===== config.mk =====
export PLATFORM = sky130hd
export DESIGN_NAME = wash_sequencer
export DESIGN_NICKNAME = d
export VERILOG_FILES = /design/src/rtl/wash_sequencer.sv
export SDC_FILE = /design/constraint.sdc
export NUM_CORES = 1
export LEC_CHECK = 0
export ABC_CLOCK_PERIOD_IN_PS = 2100
export CORE_UTILIZATION = 35
export DETAILED_ROUTE_END_ITERATION = 6
export PLACE_DENSITY_LB_ADDON = 0.12
export SLEW_MARGIN = 20
export SYNTH_ARGS = -nofsm -noshare
export SYNTH_HDL_FRONTEND = slang
export SYNTH_SLANG_ARGS = --single-unit

===== constraint.sdc =====
create_clock -name clk -period 2.1 [get_ports clk]
set_input_delay 0.315 -clock clk [delete_from_list [all_inputs] [get_ports clk]]
set_output_delay 0.315 -clock clk [all_outputs]
set_load 0.05 [all_outputs]

===== src/rtl/wash_sequencer.sv =====
// Washing-machine program sequencer. It synchronizes the panel switches and the 1 Hz tick,
// then runs the selected model's wash/rinse/dry phases, with an optional reservation delay.
module wash_sequencer #(
   parameter logic [6:0] WASH_T    = 7'd90,
   parameter logic [6:0] RINSE_T   = 7'd60,
   parameter logic [6:0] DRY_T     = 7'd30,
   parameter logic [6:0] ORDER_MAX = 7'd99
) (
   input  logic       clk,
   input  logic       reset,
   input  logic       clk_1HZ,
   input  logic       power_light,
   input  logic       start,
   input  logic       model_choose,
   input  logic       clothes_add,
   input  logic       order_time,
   output logic [2:0] current_model,
   output logic [1:0] current_program,
   output logic [1:0] run_state,
   output logic [6:0] rest_time,
   output logic [6:0] phase_time,
   output logic       finish
);

   // state  | meaning
   // IDLE   | configuring model / reservation, waiting for start
   // DELAY  | counting down the reservation delay (rest_time)
   // RUN    | counting down phase_time of the current program
   // PAUSE  | frozen; start resumes to the state saved in resume_q
   // DONE   | program complete, finish asserted
   typedef enum logic [2:0] {S_IDLE, S_DELAY, S_RUN, S_PAUSE, S_DONE} state_t;

   localparam logic [1:0] RS_IDLE  = 2'b00;
   localparam logic [1:0] RS_RUN   = 2'b01;
   localparam logic [1:0] RS_PAUSE = 2'b10;

   localparam int I_TICK = 0, I_ORDER = 1, I_CLOTHES = 2, I_MODEL = 3, I_START = 4, I_POWER = 5;

   logic [5:0] sync1, sync2, hist;
   logic [1:0] arm_cnt;
   logic       armed;
   logic       power_on, tick, start_ev, model_ev, clothes_ev, order_ev;

   // Events stay masked until the synchronizer has filled, so reset release never looks like an edge.
   always_ff @(posedge clk or negedge reset) begin
      if (!reset) begin
         sync1   <= '0;
         sync2   <= '0;
         hist    <= '0;
         arm_cnt <= '0;
      end else begin
         sync1 <= {power_light, start, model_choose, clothes_add, order_time, clk_1HZ};
         sync2 <= sync1;
         hist  <= sync2;
         if (arm_cnt != 2'd3) arm_cnt <= arm_cnt + 2'd1;
      end
   end

   assign armed      = (arm_cnt == 2'd3);
   assign power_on   = sync2[I_POWER];
   assign tick       = armed & sync2[I_TICK]    & ~hist[I_TICK];
   assign start_ev   = armed & (sync2[I_START]  ^  hist[I_START]);
   assign model_ev   = armed & sync2[I_MODEL]   & ~hist[I_MODEL];
   assign clothes_ev = armed & sync2[I_CLOTHES] & ~hist[I_CLOTHES];
   assign order_ev   = armed & sync2[I_ORDER]   & ~hist[I_ORDER];

   function automatic logic [6:0] phase_dur(input logic [1:0] prog);
      case (prog)
         2'd0:    phase_dur = WASH_T;
         2'd1:    phase_dur = RINSE_T;
         default: phase_dur = DRY_T;
      endcase
   endfunction

   // Bit 0 wash, bit 1 rinse, bit 2 dry.
   function automatic logic [2:0] phase_mask(input logic [2:0] model);
      case (model)
         3'd0:    phase_mask = 3'b111;
         3'd1:    phase_mask = 3'b001;
         3'd2:    phase_mask = 3'b011;
         3'd3:    phase_mask = 3'b010;
         3'd4:    phase_mask = 3'b110;
         3'd5:    phase_mask = 3'b100;
         default: phase_mask = 3'b111;
      endcase
   endfunction

   function automatic logic [1:0] first_phase(input logic [2:0] model);
      logic [2:0] m;
      m = phase_mask(model);
      if (m[0])      first_phase = 2'd0;
      else if (m[1]) first_phase = 2'd1;
      else           first_phase = 2'd2;
   endfunction

   state_t     state_q, state_d, resume_q, resume_d;
   logic [2:0] model_q, model_d, next_model, mask;
   logic [1:0] prog_q, prog_d, run_q, run_d, next_prog;
   logic [6:0] rest_q, rest_d, phase_q, phase_d;
   logic       finish_q, finish_d, has_next;

   always_ff @(posedge clk or negedge reset) begin
      if (!reset) begin
         state_q  <= S_IDLE;
         resume_q <= S_RUN;
         model_q  <= 3'd0;
         prog_q   <= 2'd0;
         run_q    <= RS_IDLE;
         rest_q   <= 7'd0;
         phase_q  <= WASH_T;
         finish_q <= 1'b0;
      end else begin
         state_q  <= state_d;
         resume_q <= resume_d;
         model_q  <= model_d;
         prog_q   <= prog_d;
         run_q    <= run_d;
         rest_q   <= rest_d;
         phase_q  <= phase_d;
         finish_q <= finish_d;
      end
   end

   always_comb begin
      state_d    = state_q;
      resume_d   = resume_q;
      model_d    = model_q;
      prog_d     = prog_q;
      run_d      = run_q;
      rest_d     = rest_q;
      phase_d    = phase_q;
      finish_d   = finish_q;
      mask       = phase_mask(model_q);
      next_model = (model_q >= 3'd5) ? 3'd0 : model_q + 3'd1;
      has_next   = 1'b0;
      next_prog  = 2'd2;
      if (prog_q == 2'd0 && mask[1]) begin
         has_next  = 1'b1;
         next_prog = 2'd1;
      end else if (prog_q != 2'd2 && mask[2]) begin
         has_next  = 1'b1;
         next_prog = 2'd2;
      end

      if (!power_on) begin
         state_d  = S_IDLE;
         resume_d = S_RUN;
         model_d  = 3'd0;
         prog_d   = 2'd0;
         run_d    = RS_IDLE;
         rest_d   = 7'd0;
         phase_d  = WASH_T;
         finish_d = 1'b0;
      end else begin
         case (state_q)
            S_IDLE: begin
               if (start_ev) begin
                  state_d = (rest_q != 7'd0) ? S_DELAY : S_RUN;
                  run_d   = RS_RUN;
               end else begin
                  if (model_ev) begin
                     model_d = next_model;
                     prog_d  = first_phase(next_model);
                     phase_d = phase_dur(first_phase(next_model));
                  end
                  if (order_ev && rest_q < ORDER_MAX) rest_d = rest_q + 7'd1;
               end
            end
            S_DELAY: begin
               if (start_ev || clothes_ev) begin
                  state_d  = S_PAUSE;
                  resume_d = S_DELAY;
                  run_d    = RS_PAUSE;
               end else if (tick) begin
                  rest_d = rest_q - 7'd1;
                  if (rest_q <= 7'd1) begin
                     rest_d  = 7'd0;
                     state_d = S_RUN;
                  end
               end
            end
            S_RUN: begin
               if (start_ev || clothes_ev) begin
                  state_d  = S_PAUSE;
                  resume_d = S_RUN;
                  run_d    = RS_PAUSE;
               end else if (tick) begin
                  if (phase_q > 7'd1) begin
                     phase_d = phase_q - 7'd1;
                  end else if (has_next) begin
                     prog_d  = next_prog;
                     phase_d = phase_dur(next_prog);
                  end else begin
                     state_d  = S_DONE;
                     phase_d  = 7'd0;
                     finish_d = 1'b1;
                  end
               end
            end
            S_PAUSE: begin
               if (start_ev) begin
                  state_d = resume_q;
                  run_d   = RS_RUN;
               end
            end
            S_DONE: begin
               finish_d = 1'b1;
               run_d    = RS_RUN;
               if (start_ev || model_ev) begin
                  state_d  = S_IDLE;
                  model_d  = 3'd0;
                  prog_d   = 2'd0;
                  run_d    = RS_IDLE;
                  rest_d   = 7'd0;
                  phase_d  = WASH_T;
                  finish_d = 1'b0;
               end
            end
            default: state_d = S_IDLE;
         endcase
      end
   end

   assign current_model   = model_q;
   assign current_program = prog_q;
   assign run_state       = run_q;
   assign rest_time       = rest_q;
   assign phase_time      = phase_q;
   assign finish          = finish_q;

endmodule


**Word level (Yosys, flattened, before mapping)**

Index checks and enable logic that the tools add are counted.

- Register bits: 47
- Latch bits: 0
- RAM bits: 0
- Memory bits (read-only): 0
- Input bits: 8
- Output and inout port bits: 22
- Logic and storage cells: 177
- Memories: 0

- Add/sub/neg operators: 5
- Multipliers: 0
- Div/mod/pow operators: 0
- Magnitude comparators: 4
- Equality and inequality tests: 47
- Shift-type cells: 0
- Multiplexer cells: 75
- Bitwise operators: 14
- Reductions and logical operators: 20

Operators by type and width:

| kind | number |
|---|---|
| 7-bit two-way mux | 15 |
| 3-bit two-way mux | 18 |
| 3-bit != test, second input constant | 15 |
| 2-bit two-way mux | 21 |
| 7-bit case mux with 3 select lines | 2 |
| 3-bit case mux with 5 select lines | 2 |
| 7-bit case mux with 2 select lines | 2 |
| 4-bit != test, second input constant | 5 |
| 3-bit by 2-bit == test with 1-bit output, second input constant | 6 |
| 8-bit AND reduction | 2 |
| 3-bit == test, second input constant | 5 |
| 7-bit by 1-bit subtractor with 7-bit output, second input constant | 2 |
| 2-bit case mux with 3 select lines | 2 |
| 3-bit case mux with 2 select lines | 2 |
| 6-bit AND reduction | 2 |
| 2-bit case mux with 5 select lines | 1 |
| 1-bit AND | 9 |
| 3-bit by 1-bit == test with 1-bit output, second input constant | 3 |
| 1-bit two-way mux | 9 |
| 3-bit by 1-bit != test with 1-bit output, second input constant | 3 |
| 4-bit by 1-bit != test with 1-bit output, second input constant | 2 |
| 7-bit by 1-bit adder with 7-bit output, second input constant | 1 |
| 7-bit by 1-bit > comparator with 1-bit output, second input constant | 1 |
| 7-bit by 1-bit <= comparator with 1-bit output, second input constant | 1 |
| other kinds (21) | 34 |

**Logic depth before layout (Yosys ltp)**

- Depth in word-level cells: 20
- Mapped depth: 9
- Depth with buffers taken out: 8

**Least setup slack after synthesis**

OpenSTA, ideal clock, no wires.

- Path kind: flip-flop to flip-flop
- Start point: register model_q[1] (netlist: current_model[1])
- End point: register finish_q (netlist: finish)
- Setup time: 123 ps
- Data arrival time: 2336 ps
- Required time: 1977 ps
- Slack: -359 ps
- Cell stages (with the launch flop): 9
- Path buffers: 0
- Period minus slack after synthesis: 2459 ps
- Cells stage by stage: dfrtp_1 inv_1 ha_1 nand2b_1 a211o_1 o21ai_0 nor3_1 or2_2 o221a_2

- Longest elaborated chain between the ends: 7
- Elaborated cells between the ends (all ways): 12
- Classes of those cells: eq/ne (6); mux (3); reduce/logical (3)

RTL lines:

| element | line | source |
|---|---|---|
| from (decl) | 97 | `logic [2:0] model_q, model_d, next_model, mask;` |
| from (signal assigned) | 115 | `model_q <= model_d;` |
| 3-bit == test (tied with other cells) | 77 | `case (model)` |
| 3-bit case mux with 5 select lines (*) | 77 |  |
| 1-bit logical AND | 140 | `end else if (prog_q != 2'd2 && mask[2]) begin` |
| 1-bit two-way mux | 140 |  |
| 1-bit two-way mux (*) | 137 | `if (prog_q == 2'd0 && mask[1]) begin` |
| 3-bit != test (no source line) (*) | n/a |  |
| 5-bit AND reduction (no source line) (*) | n/a |  |
| to (signal assigned) | 120 | `finish_q <= finish_d;` |
| to (decl) | 100 | `logic finish_q, finish_d, has_next;` |

Every way passes the cells marked *; elsewhere a longest branch is shown, timed or not.
A chain may end at the register's enable or synchronous reset.

**Final worst setup path**

- Start point: register phase_q[6] (netlist: phase_time[6])
- End point: output port phase_time[6]

RTL lines:

| element | line | source |
|---|---|---|
| from (decl) | 99 | `logic [6:0] rest_q, rest_d, phase_q, phase_d;` |
| from (signal assigned) | 119 | `phase_q <= phase_d;` |
| to (decl) | 21 | `output logic [6:0] phase_time,` |

No word-level cell between the ends.

==> summary.md <==
| Metric | Value |
|---|---|
| HPWL after DPL | 5190 um |
| Placer Congestion | 0.847 |
| Vias in the first global route | 2333 |
| CTS H-tree depth | 2 |
| Share of cells above drive strength 1 | 23.9% |
| Final Setup Violations | 0 |
| Max Cap Viol | 0 |
| Ys flop type | dfrtp_1 |
| Final Critical Period | 2.03 ns |
| Post-route DRC | 0 |
| Post-synthesis sequential area ratio | 41.9% |
| Skew-Pair Late Insertion Delay | 0.31 ns |
| Initial core utilization | 35.9% |
| Die Y | 90.8 um |
| Most frequent cells in the layout | dfrtp_1 (36), buf_4 (29), o21ai_0 (26), nand2_1 (26), clkdlybuf4s50_1 (26) |
| Drt pass-1 iters | 4 |
| Post-synth EDFFs | 0 |
| Total CTS buffers | 5 |
| CP startpoint kind | flip-flop |
| Die W | 90.8 um |
| Largest net degree at the start of global routing | 30 |
| Clk_skew | 0.0128 ns |
| Initial antenna violation count | 0 |
| Count of nets after finishing | 372 |
| CP peak stage delay | 0.82 ns |
| Syn_area_per_cell | 9.46 um2 |
| Final WL | 6980 um |
| Total design power | 4.63 mW |
| Clk sinks | 46 |
| IO buf count | 29 |
| Leakage dissipation | 1.56 nW |
| Max Slew Vio Count | 0 |
| Largest family of logic cells by synthesized area | compound AO/OA/AOI/OAI gates |
| Fill cells | 747 |
| Num ports | 30 |
| Cell taking the most area after synthesis | dfrtp_1 |
| Setup TNS Final | 0 ns |
| RSZ-0062 raised after global routing | yes |
| Worst min-delay path class | flip-flop to flip-flop |
| Final WS setup | 0.0702 ns |
| Post-synthesis net count | 314 |
| Vias per cell | 5.38 |
| Global-route wire length before repair | 12000 um |
| Synth Area in Compound Gates | 23.1% |
| Status | complete, no violations |
| Layout area overhead | 30.9% |
| Core Area | 7690 um2 |
| Critical path class | flip-flop to output pin |
| Fin. Hold Viols | 0 |
| Final period util | 96.7% |
| Drt initial violations | 112 |
| Row cnt | 32 |
| Worst Max-Slew Pin Slew | 0.501 ns |
| Commonest non-fill, non-tap cell in the layout | dfrtp_1 |
| Global Route Usage Sum | 18.2% |
| Root Driver | clkbuf_8 |
| Max clock buf depth | 2 |
| Synthesized area | 2760 um2 |
| FF+latch count, synth | 46 |
| Antenna cells | 0 |
| Gr ovfl total | 0 |
| Critical path, cell by cell | clkdlybuf4s50_1 |
| Worst slack, placed | 0.0668 ns |
| Post-synthesis cell count | 292 |
| Mux share of post-synthesis cell area | 2.63% |
| Worst path arrival time | 1.71 ns |
| Crit path capture type | output pin |
| CTS tree | done |
| Maximum VDD drop | 580 uV |
| Clock transition at the registers of the reported paths | 0.09 ns |
| Largest cells by area after synthesis | dfrtp_1 (37%), ha_1 (6.3%), o21ai_0 (4.9%) |
| Kind of cell adding the most delay to the critical path | buffers and inverters |
| Critical-path top delay cell | clkdlybuf4s50_1 |
| Synth Area in Adders | 6.34% |
| Power Density | 1280 nW/um2 |
| WP buf/inv | 1 |
| Slew margin rel. | 66.5% |
| Top fanout value on the critical path | 4 |
| Synth Area in XOR/XNOR | 2.22% |
| Fmax | 493 MHz |
| Worst hold margin | 0.351 ns |
| Post-Synth Simple-Gate Area | 20.0% |
| Synth top area share | 37.2% |
| Ys Warns | 0 |
| Post-synth cell types | 58 |
| DIE AREA | 8250 um2 |
| Post-route antenna net violation count | 0 |
| Via count | 2437 |
| Core Util, Final | 47.0% |
| Critical Path RT | 1.78 ns |
| Fraction of registers with async set/reset | 100% |
| Drt wl/cell | 15.4 um |
## stage by stage
stage / cells / instance area (um2)
2_1_floorplan: 292 / 2830
3_3_place_gp: 442 / 3410
3_5_place_dp: 442 / 3410
4_1_cts: 451 / 3530
5_1_grt: 453 / 3620
6_report: 453 / 3620
## path summary, 6_finish.rpt
kind,from,endpoint,slack (ns),depth (start not counted)
setup / recovery,phase_time[6],phase_time[6],0.07,1
hold / removal,sync1[5],sync2[5],0.35,0
setup reg to reg,current_model[2],finish,0.10,8
hold reg to reg,sync1[5],sync2[5],0.35,0
max in group asynchronous,reset,resume_q[1],1.03,3
min in group asynchronous,reset,rest_time[4],0.48,2
## routing by layer
layer | up-vias | share of wire (%) | routed length (um) | global-route usage [%]
met5 | - | 0 | 0 | 0
met4 | 0 | 1.4 | 96 | 4.37
met3 | 11 | 3.8 | 266 | 3.11
met2 | 67 | 45 | 3140 | 28.5
met1 | 1172 | 50 | 3470 | 26.2
li1 | 1187 | - | - | -
## sequential cells by signal (all words and copies together) (netlist names)
signal and cells:
resume_q 2, rest_time 7, current_model 3, hist 5
state_q 3, sync1 6, finish 1, phase_time 7
sync2 6, current_program 2, run_state 2, arm_cnt 2
## cells in the mapped netlist (3+ instances only)
cell       number
dfrtp_1        41
o21ai_0        27
nand2_1        26
nor2_1         22
a21oi_1        16
ha_1           14
inv_1          13
nand3_1        10
nand2b_1        9
a31oi_1         6
a22o_1          5
clkbuf_1        5
dfstp_2         5
mux2i_1         5
nand4_1         5
nor2b_1         4
nor3_1          4
o22ai_1         4
o31ai_1         4
xnor2_1         4
a211o_1         3
buf_2           3
o211ai_1        3
o2bb2ai_1       3
xor2_1          3
## report_power, final
group,switching (mW),internal (mW)
clock network,0.309,0.351
logic,1.57,1.09
registers,0.223,1.08
total,2.11,2.52
## final cells by class
cell class                      count  area [um2]  share of cell area, %
Inverter                           13        51.3                   1.42
Tap cell                          102         128                   3.53
Sequential cell                    46        1160                   32.2
Multi-Input combinational cell    223        1610                   44.6
Clock buffer                        5        68.8                   1.90
Timing Repair Buffer               61         551                   15.2
Clock inverter                      3        40.0                   1.11
## kinds of logic (layout without fill, tap and decap cells)
logic type / Yosys count / in the layout
fa+ha+maj: 14 / 14
xor+xnor: 7 / 7
flops: 46 / 46
simple gates: 101 / 101
compound gates: 94 / 94
buf+inv: 23 / 82
mux: 7 / 7
## timing repair
| item | CTS | global route |
|---|---|---|
| hold buffers | 1 | 0 |
| buffers inserted | 0 | 2 |
| gates resized for setup | 0 | 13 |
| endpoints found under the hold margin | 15 | 0 |
| endpoints found under the setup margin | 0 | 13 |
No activity file was read; power rests on OpenSTA's default activity.
